$ cat src/rtl/sp_ram_ctrl_if.sv
// Request/response bundle for sp_ram_ctrl: valid/ready request channel,
// unthrottled response channel and the clear-sweep status flag.
interface sp_ram_ctrl_if #(
    parameter int DATA_W = 8,
    parameter int ADDR_W = 6
);
    localparam int BE_W = DATA_W / 8;

    logic              req_valid;
    logic              req_ready;
    logic              req_we;
    logic [ADDR_W-1:0] req_addr;
    logic [DATA_W-1:0] req_wdata;
    logic [BE_W-1:0]   req_be;
    logic              rsp_valid;
    logic [DATA_W-1:0] rsp_rdata;
    logic              rsp_err;
    logic              init_done;

    modport master (
        output req_valid, req_we, req_addr, req_wdata, req_be,
        input  req_ready, rsp_valid, rsp_rdata, rsp_err, init_done
    );

    modport slave (
        input  req_valid, req_we, req_addr, req_wdata, req_be,
        output req_ready, rsp_valid, rsp_rdata, rsp_err, init_done
    );
endinterface

$ cat src/rtl/sp_ram_ctrl.sv
// Single-port synchronous RAM behind a valid/ready request port: byte-enabled
// writes, fixed-latency in-order responses and an optional zeroing sweep after reset.
module sp_ram_ctrl #(
    parameter int DATA_W       = 8,
    parameter int ADDR_W       = 6,
    parameter int DEPTH        = 64,
    parameter int RD_LAT       = 1,
    parameter int RDW_MODE     = 0,
    parameter int CLEAR_ON_RST = 1
) (
    input logic           clk,
    input logic           rst_n,
    sp_ram_ctrl_if.slave  bus
);
    localparam int BE_W = DATA_W / 8;
    localparam logic [ADDR_W:0]   DEPTH_L = (ADDR_W + 1)'(DEPTH);
    localparam logic [ADDR_W-1:0] LAST_L  = ADDR_W'(DEPTH - 1);

    typedef enum logic {
        ST_CLEAR,
        ST_READY
    } state_t;

    state_t            state_q, state_d;
    logic [ADDR_W-1:0] cnt_q, cnt_d;
    logic              ready;
    logic              clr_we;

    logic [DATA_W-1:0] mem_q [DEPTH];

    logic              acc;
    logic              in_range;
    logic              mem_we;
    logic [ADDR_W-1:0] mem_addr;
    logic [BE_W-1:0]   mem_be;
    logic [DATA_W-1:0] mem_wdata;
    logic [DATA_W-1:0] old_word;
    logic [DATA_W-1:0] merged_word;
    logic [DATA_W-1:0] rd_word;

    logic [DATA_W-1:0] rd1_q;
    logic              v1_q;
    logic              e1_q;

    // ---------------- control FSM ----------------
    always_ff @(posedge clk) begin
        if (!rst_n) begin
            state_q <= (CLEAR_ON_RST != 0) ? ST_CLEAR : ST_READY;
            cnt_q   <= '0;
        end else begin
            state_q <= state_d;
            cnt_q   <= cnt_d;
        end
    end

    always_comb begin
        state_d = state_q;
        cnt_d   = cnt_q;
        ready   = 1'b0;
        clr_we  = 1'b0;
        case (state_q)
            ST_CLEAR: begin
                clr_we = 1'b1;
                cnt_d  = cnt_q + 1'b1;
                if (cnt_q == LAST_L) begin
                    state_d = ST_READY;
                end
            end
            ST_READY: begin
                ready = 1'b1;
            end
            default: begin
                state_d = ST_READY;
            end
        endcase
    end

    assign bus.req_ready = ready;
    assign bus.init_done = ready;

    // ---------------- array port ----------------
    assign acc      = bus.req_valid && ready && rst_n;
    assign in_range = {1'b0, bus.req_addr} < DEPTH_L;

    // The sweep owns the single port while clearing; requests are refused then.
    assign mem_we    = (clr_we && rst_n) || (acc && bus.req_we && in_range);
    assign mem_addr  = clr_we ? cnt_q : bus.req_addr;
    assign mem_be    = clr_we ? {BE_W{1'b1}} : bus.req_be;
    assign mem_wdata = clr_we ? '0 : bus.req_wdata;

    assign old_word = in_range ? mem_q[bus.req_addr] : '0;

    for (genvar gi = 0; gi < BE_W; gi++) begin : g_lane
        assign merged_word[8*gi +: 8] = bus.req_be[gi] ? bus.req_wdata[8*gi +: 8]
                                                       : old_word[8*gi +: 8];
    end

    always_comb begin
        rd_word = old_word;
        if (!in_range) begin
            rd_word = '0;
        end else if ((RDW_MODE != 0) && bus.req_we) begin
            rd_word = merged_word;
        end
    end

    always_ff @(posedge clk) begin
        if (mem_we) begin
            for (int b = 0; b < BE_W; b++) begin
                if (mem_be[b]) begin
                    mem_q[mem_addr][8*b +: 8] <= mem_wdata[8*b +: 8];
                end
            end
        end
    end

    // ---------------- response pipeline ----------------
    // Read register only loads on accepted requests so rsp_rdata holds between pulses.
    always_ff @(posedge clk) begin
        if (!rst_n) begin
            rd1_q <= '0;
            v1_q  <= 1'b0;
            e1_q  <= 1'b0;
        end else begin
            v1_q <= acc;
            e1_q <= acc && !in_range;
            if (acc) begin
                rd1_q <= rd_word;
            end
        end
    end

    if (RD_LAT == 2) begin : g_lat2
        logic [DATA_W-1:0] rd2_q;
        logic              v2_q;
        logic              e2_q;

        always_ff @(posedge clk) begin
            if (!rst_n) begin
                rd2_q <= '0;
                v2_q  <= 1'b0;
                e2_q  <= 1'b0;
            end else begin
                v2_q <= v1_q;
                e2_q <= e1_q;
                if (v1_q) begin
                    rd2_q <= rd1_q;
                end
            end
        end

        assign bus.rsp_valid = v2_q;
        assign bus.rsp_rdata = rd2_q;
        assign bus.rsp_err   = e2_q;
    end else begin : g_lat1
        assign bus.rsp_valid = v1_q;
        assign bus.rsp_rdata = rd1_q;
        assign bus.rsp_err   = e1_q;
    end

endmodule
$ cat src/flat_wrapper.sv
// flat-port wrapper written by rule: the top's interface ports become plain ports
module sp_ram_ctrl_flat 
#(
    parameter int DATA_W       = 8,
    parameter int ADDR_W       = 6,
    parameter int DEPTH        = 64,
    parameter int RD_LAT       = 1,
    parameter int RDW_MODE     = 0,
    parameter int CLEAR_ON_RST = 1
)
  (clk, rst_n, bus_req_valid, bus_req_we, bus_req_addr, bus_req_wdata, bus_req_be, bus_req_ready, bus_rsp_valid, bus_rsp_rdata, bus_rsp_err, bus_init_done);
  sp_ram_ctrl_if #(.DATA_W(DATA_W), .ADDR_W(ADDR_W)) bus_i ();
  input logic clk;
  input logic rst_n;
  input wire logic [$bits(bus_i.req_valid)-1:0] bus_req_valid;
  input wire logic [$bits(bus_i.req_we)-1:0] bus_req_we;
  input wire logic [$bits(bus_i.req_addr)-1:0] bus_req_addr;
  input wire logic [$bits(bus_i.req_wdata)-1:0] bus_req_wdata;
  input wire logic [$bits(bus_i.req_be)-1:0] bus_req_be;
  output wire logic [$bits(bus_i.req_ready)-1:0] bus_req_ready;
  output wire logic [$bits(bus_i.rsp_valid)-1:0] bus_rsp_valid;
  output wire logic [$bits(bus_i.rsp_rdata)-1:0] bus_rsp_rdata;
  output wire logic [$bits(bus_i.rsp_err)-1:0] bus_rsp_err;
  output wire logic [$bits(bus_i.init_done)-1:0] bus_init_done;
  assign bus_i.req_valid = bus_req_valid;
  assign bus_i.req_we = bus_req_we;
  assign bus_i.req_addr = bus_req_addr;
  assign bus_i.req_wdata = bus_req_wdata;
  assign bus_i.req_be = bus_req_be;
  assign bus_req_ready = bus_i.req_ready;
  assign bus_rsp_valid = bus_i.rsp_valid;
  assign bus_rsp_rdata = bus_i.rsp_rdata;
  assign bus_rsp_err = bus_i.rsp_err;
  assign bus_init_done = bus_i.init_done;
  sp_ram_ctrl #(.DATA_W(DATA_W), .ADDR_W(ADDR_W), .DEPTH(DEPTH), .RD_LAT(RD_LAT), .RDW_MODE(RDW_MODE), .CLEAR_ON_RST(CLEAR_ON_RST)) u_core (.clk(clk), .rst_n(rst_n), .bus(bus_i));
endmodule
$ cat config.mk
export PLATFORM = sky130hd
export DESIGN_NAME = sp_ram_ctrl_flat
export DESIGN_NICKNAME = d
export VERILOG_FILES = /design/src/rtl/sp_ram_ctrl_if.sv /design/src/rtl/sp_ram_ctrl.sv /design/src/flat_wrapper.sv
export SDC_FILE = /design/constraint.sdc
export NUM_CORES = 1
export LEC_CHECK = 0
export CAP_MARGIN = 40
export CORE_ASPECT_RATIO = 0.8
export CORE_MARGIN = 2
export CORE_UTILIZATION = 35
export CTS_CLUSTER_DIAMETER = 100
export DETAILED_ROUTE_END_ITERATION = 8
export DONT_BUFFER_PORTS = 1
export PLACE_DENSITY = 0.59
export SYNTH_ARGS = -nofsm -noshare
export SYNTH_HDL_FRONTEND = slang
export SYNTH_SLANG_ARGS = --single-unit
export TNS_END_PERCENT = 20
$ cat constraint.sdc
create_clock -name clk -period 2.4 [get_ports clk]
set_input_delay 0.6 -clock clk [delete_from_list [all_inputs] [get_ports clk]]
set_output_delay 0.6 -clock clk [all_outputs]
set_load 0.005 [all_outputs]
==> summary.txt <==
largest net degree at the start of global routing: 164
Synth area leader: sky130_fd_sc_hd__edfxtp_1
antenna violations before repair: 0
Leakage: 7.381 nW
final standard cell utilization of the core: 41.35%
Synth Warn #: 0
count of endpoints failing hold in the final timing report: 0
setup repair after global routing missed its margin: true
required time of the worst setup path: 2.64 ns
cell count after synthesis: 1059
Crit path buffers/inverters: 0
number of hold buffers added after CTS: 0
syn nets: 1079
Clock Sinks: 528
max-capacitance violation count: 0
clock buffer count from CTS: 54
DRT antenna net count: 0
placed wire-length estimate after detailed placement: 29.34 mm
hold path startpoint: rst_n
Mapped Area: 0.02073 sq mm
sequential share of the synthesized area: 75.69%
Hold WC Path Type: input pin to flop
Chip Height: 221.7 um
Resized Gates After CTS: 0
layout filler cell count: 5167
number of placed cells counting well taps: 1865
Non-Filler Cell Area, Final: 0.02412 sq mm
power density of the placed cells: 785.3 mW/mm^2
clock root buffer master: sky130_fd_sc_hd__clkbuf_16
die area: 0.06122 sq mm
cell repeated most along the worst path: sky130_fd_sc_hd__nand2_1
mean instance size in the synthesized netlist: 19.58 sq um
depth of the most critical reg-to-reg path: 4
number of global-route vias before repair: 10423
initial core utilization: 35.55%
FMAX: 454.6 MHz
Worst Path Class, Setup: flop to flop
count of routing violations after the opening detailed-route iteration: 1211
Pins Over Slew Limit: 0
data arrival at the endpoint of the critical path: 2.44 ns
total global-route track usage: 15.82%
leading post-synthesis cells by cell area: sky130_fd_sc_hd__edfxtp_1 74%, sky130_fd_sc_hd__mux4_2 11%, sky130_fd_sc_hd__mux2i_1 3.2%, sky130_fd_sc_hd__dfxtp_1 1.5%, sky130_fd_sc_hd__nor2_1 1.4%
worst reg2reg path startpoint: u_core.cnt_q[3]$_SDFFE_PN0N_
primary flip-flop cell chosen by synthesis mapping: sky130_fd_sc_hd__edfxtp_1
worst slew margin relative to its limit: 40.80%
transition time at the pin with the least slew margin: 0.8848 ns
number of flip-flops and latches in the synthesized netlist: 528
Cell variety after synth: 47
cells traversed along the worst timing path: nand2_1 > o21ai_0 > nand2_1 > nor2_2
startpoint type of the worst setup path: flop
Post CTS Setup Buffer Count: 0
post-place instance area: 0.02231 sq mm
count of input and output buffers: 0
Worst path top cell family by delay: simple AND/OR/NAND/NOR gates
NumNets Final: 1172
most used cells in the layout excluding fill and tap cells: 512 x sky130_fd_sc_hd__edfxtp_1, 104 x sky130_fd_sc_hd__mux4_2, 81 x sky130_fd_sc_hd__buf_4
share of synthesized registers carrying an async set or reset: 0%
clock latency of the later-clocked register in the worst-skew pair: 0.61 ns
H-tree levels: 2
routed length per instance: 24.61 um
area share of the largest cell type after synthesis: 74.15%
fraction of final layout cells sized beyond drive strength 1: 28.85%
run status: finished, final reports clean
total congestion overflow: 0
global-route wire length before repair: 71.64 mm
Clock Pin Slew Worst Setup and Hold Paths: 0.06 ns
path length in cells of the critical path: 4
mean number of vias per cell: 5.306
Worst setup EP type: flop
width of the die: 276.1 um
clock tree from TritonCTS: built
most frequent standard cell in the layout excluding fill and tap cells: sky130_fd_sc_hd__edfxtp_1
first-pass iteration count of the detailed router: 5
Critical-path top delay cell: sky130_fd_sc_hd__nor2_2
time the worst path needs with I/O delays and setup: 2.200 ns
total detailed-routing wirelength: 48.36 mm
launch point of the critical path: u_core.cnt_q[3]$_SDFFE_PN0N_
residual DRC count: 0
VDD IR max: 627.3 uV
number of enable-type register cells in the synthesized netlist: 512
placeable core region: 0.05832 sq mm
peak per-stage delay on the critical path: 0.51 ns
total number of vias: 10426
highest fanout seen on the critical path: 8
number of endpoints failing setup at the final stage: 0
fin crit share: 91.66%
gp weighted congestion: 0.8277
Cells on Worst Hold Path: 1
maximum clock skew at final layout: 0.02573 ns
antenna fix cells: 0
growth of design area from synthesis to finish: 16.30%
number of rows in the core area: 79
number of standard cells in the final layout excluding fillers: 1965
Clock Tree Buf Depth: 3
count of boundary I/O pins: 31
==> kinds of logic (layout without fill, tap and decap cells) <==
kind of cell	count (synthesis)	count (layout)	share of synthesized area, %
adders and majority gates	1	1	0.06033
and+or+nand+nor	200	200	4.236
muxes	186	186	15.42
xor gates and xnor gates	3	3	0.1267
AOI/OAI and AO/OA	82	82	2.872
DFF	528	528	75.69
buffers and inverters	58	195	1.575
other	1	1	0.01809
==> path summary, 6_finish.rpt <==
check                           slack, ns                       endpoint
worst max-delay path                 0.20  u_core.mem_q[60][6]$_DFFE_PP_
worst min-delay path                 0.12      u_core.state_q$_SDFF_PN0_
worst max register to register       0.20  u_core.mem_q[60][6]$_DFFE_PP_
worst min register to register       0.54   u_core.cnt_q[0]$_SDFFE_PN0N_
==> registers in the layout, indices dropped and copies added (netlist names) <==
name	count
u_core.cnt_q	6
u_core.bus.rsp_rdata	8
u_core.bus.rsp_valid	1
u_core.mem_q	512
u_core.state_q	1
==> area by class of cell <==
| type | count | area [sq um] | share of cell area (%) |
|---|---|---|---|
| Inverter | 5 | 18.77 | 0.07783 |
| Timing Repair Buffer | 90 | 788.3 | 3.269 |
| Multi-Input combinational cell | 473 | 4863 | 20.17 |
| Clock inverter | 32 | 354.1 | 1.468 |
| Clock buffer | 68 | 1434 | 5.946 |
| Sequential cell | 528 | 15700 | 65.08 |
| Tap cell | 769 | 962.2 | 3.990 |
==> layer usage <==
metal | wire length [um] | track usage (%) | up-vias
met5 | 0 | 0 | -
met4 | 1389 | 4.795 | 0
met3 | 4445 | 5.005 | 91
met2 | 20280 | 22.03 | 412
met1 | 22250 | 23.54 | 5432
li1 | - | - | 4491
==> cells in the mapped netlist (5+ instances only) <==
master / instances
sky130_fd_sc_hd__a22oi_1: 21
sky130_fd_sc_hd__and2_1: 12
sky130_fd_sc_hd__mux2i_1: 67
sky130_fd_sc_hd__edfxtp_1: 512
sky130_fd_sc_hd__buf_2: 16
sky130_fd_sc_hd__o21ai_0: 5
sky130_fd_sc_hd__nand3_1: 20
sky130_fd_sc_hd__clkbuf_1: 15
sky130_fd_sc_hd__a21oi_1: 16
sky130_fd_sc_hd__a221o_1: 7
sky130_fd_sc_hd__a21o_1: 7
sky130_fd_sc_hd__nand2_1: 64
sky130_fd_sc_hd__mux2_2: 14
sky130_fd_sc_hd__dfxtp_1: 16
sky130_fd_sc_hd__buf_1: 10
sky130_fd_sc_hd__mux4_2: 104
sky130_fd_sc_hd__buf_4: 5
sky130_fd_sc_hd__nand4_1: 10
sky130_fd_sc_hd__buf_6: 5
sky130_fd_sc_hd__nor2_1: 75
sky130_fd_sc_hd__nor2b_1: 6
sky130_fd_sc_hd__o211ai_1: 8
==> metrics by stage <==
stage / hold slack [ns] / power (W) / setup slack [ns] / TNS [ns]
final: 0.1161 / 0.01894 / 0.2001 / 0
after global routing: 0.08553 / 0.01947 / -0.02951 / -0.3265
after CTS: 0.08344 / 0.01909 / 0.09281 / 0
after detailed placement: 0.5112 / 0.01063 / -0.08466 / -2.358
after global placement: 0.5080 / 0.01063 / -0.06290 / -1.676
after floorplan: 0.4830 / 0.01060 / -0.1128 / -36.09
==> where the power goes <==
part	internal [W]	switching, W	leakage [nW]
clock	0.00498	0.00351	0.874
combinational	0.000221	0.000223	1.96
sequential	0.00999	0.0000118	4.54
Power figures use the tool's default switching activity.
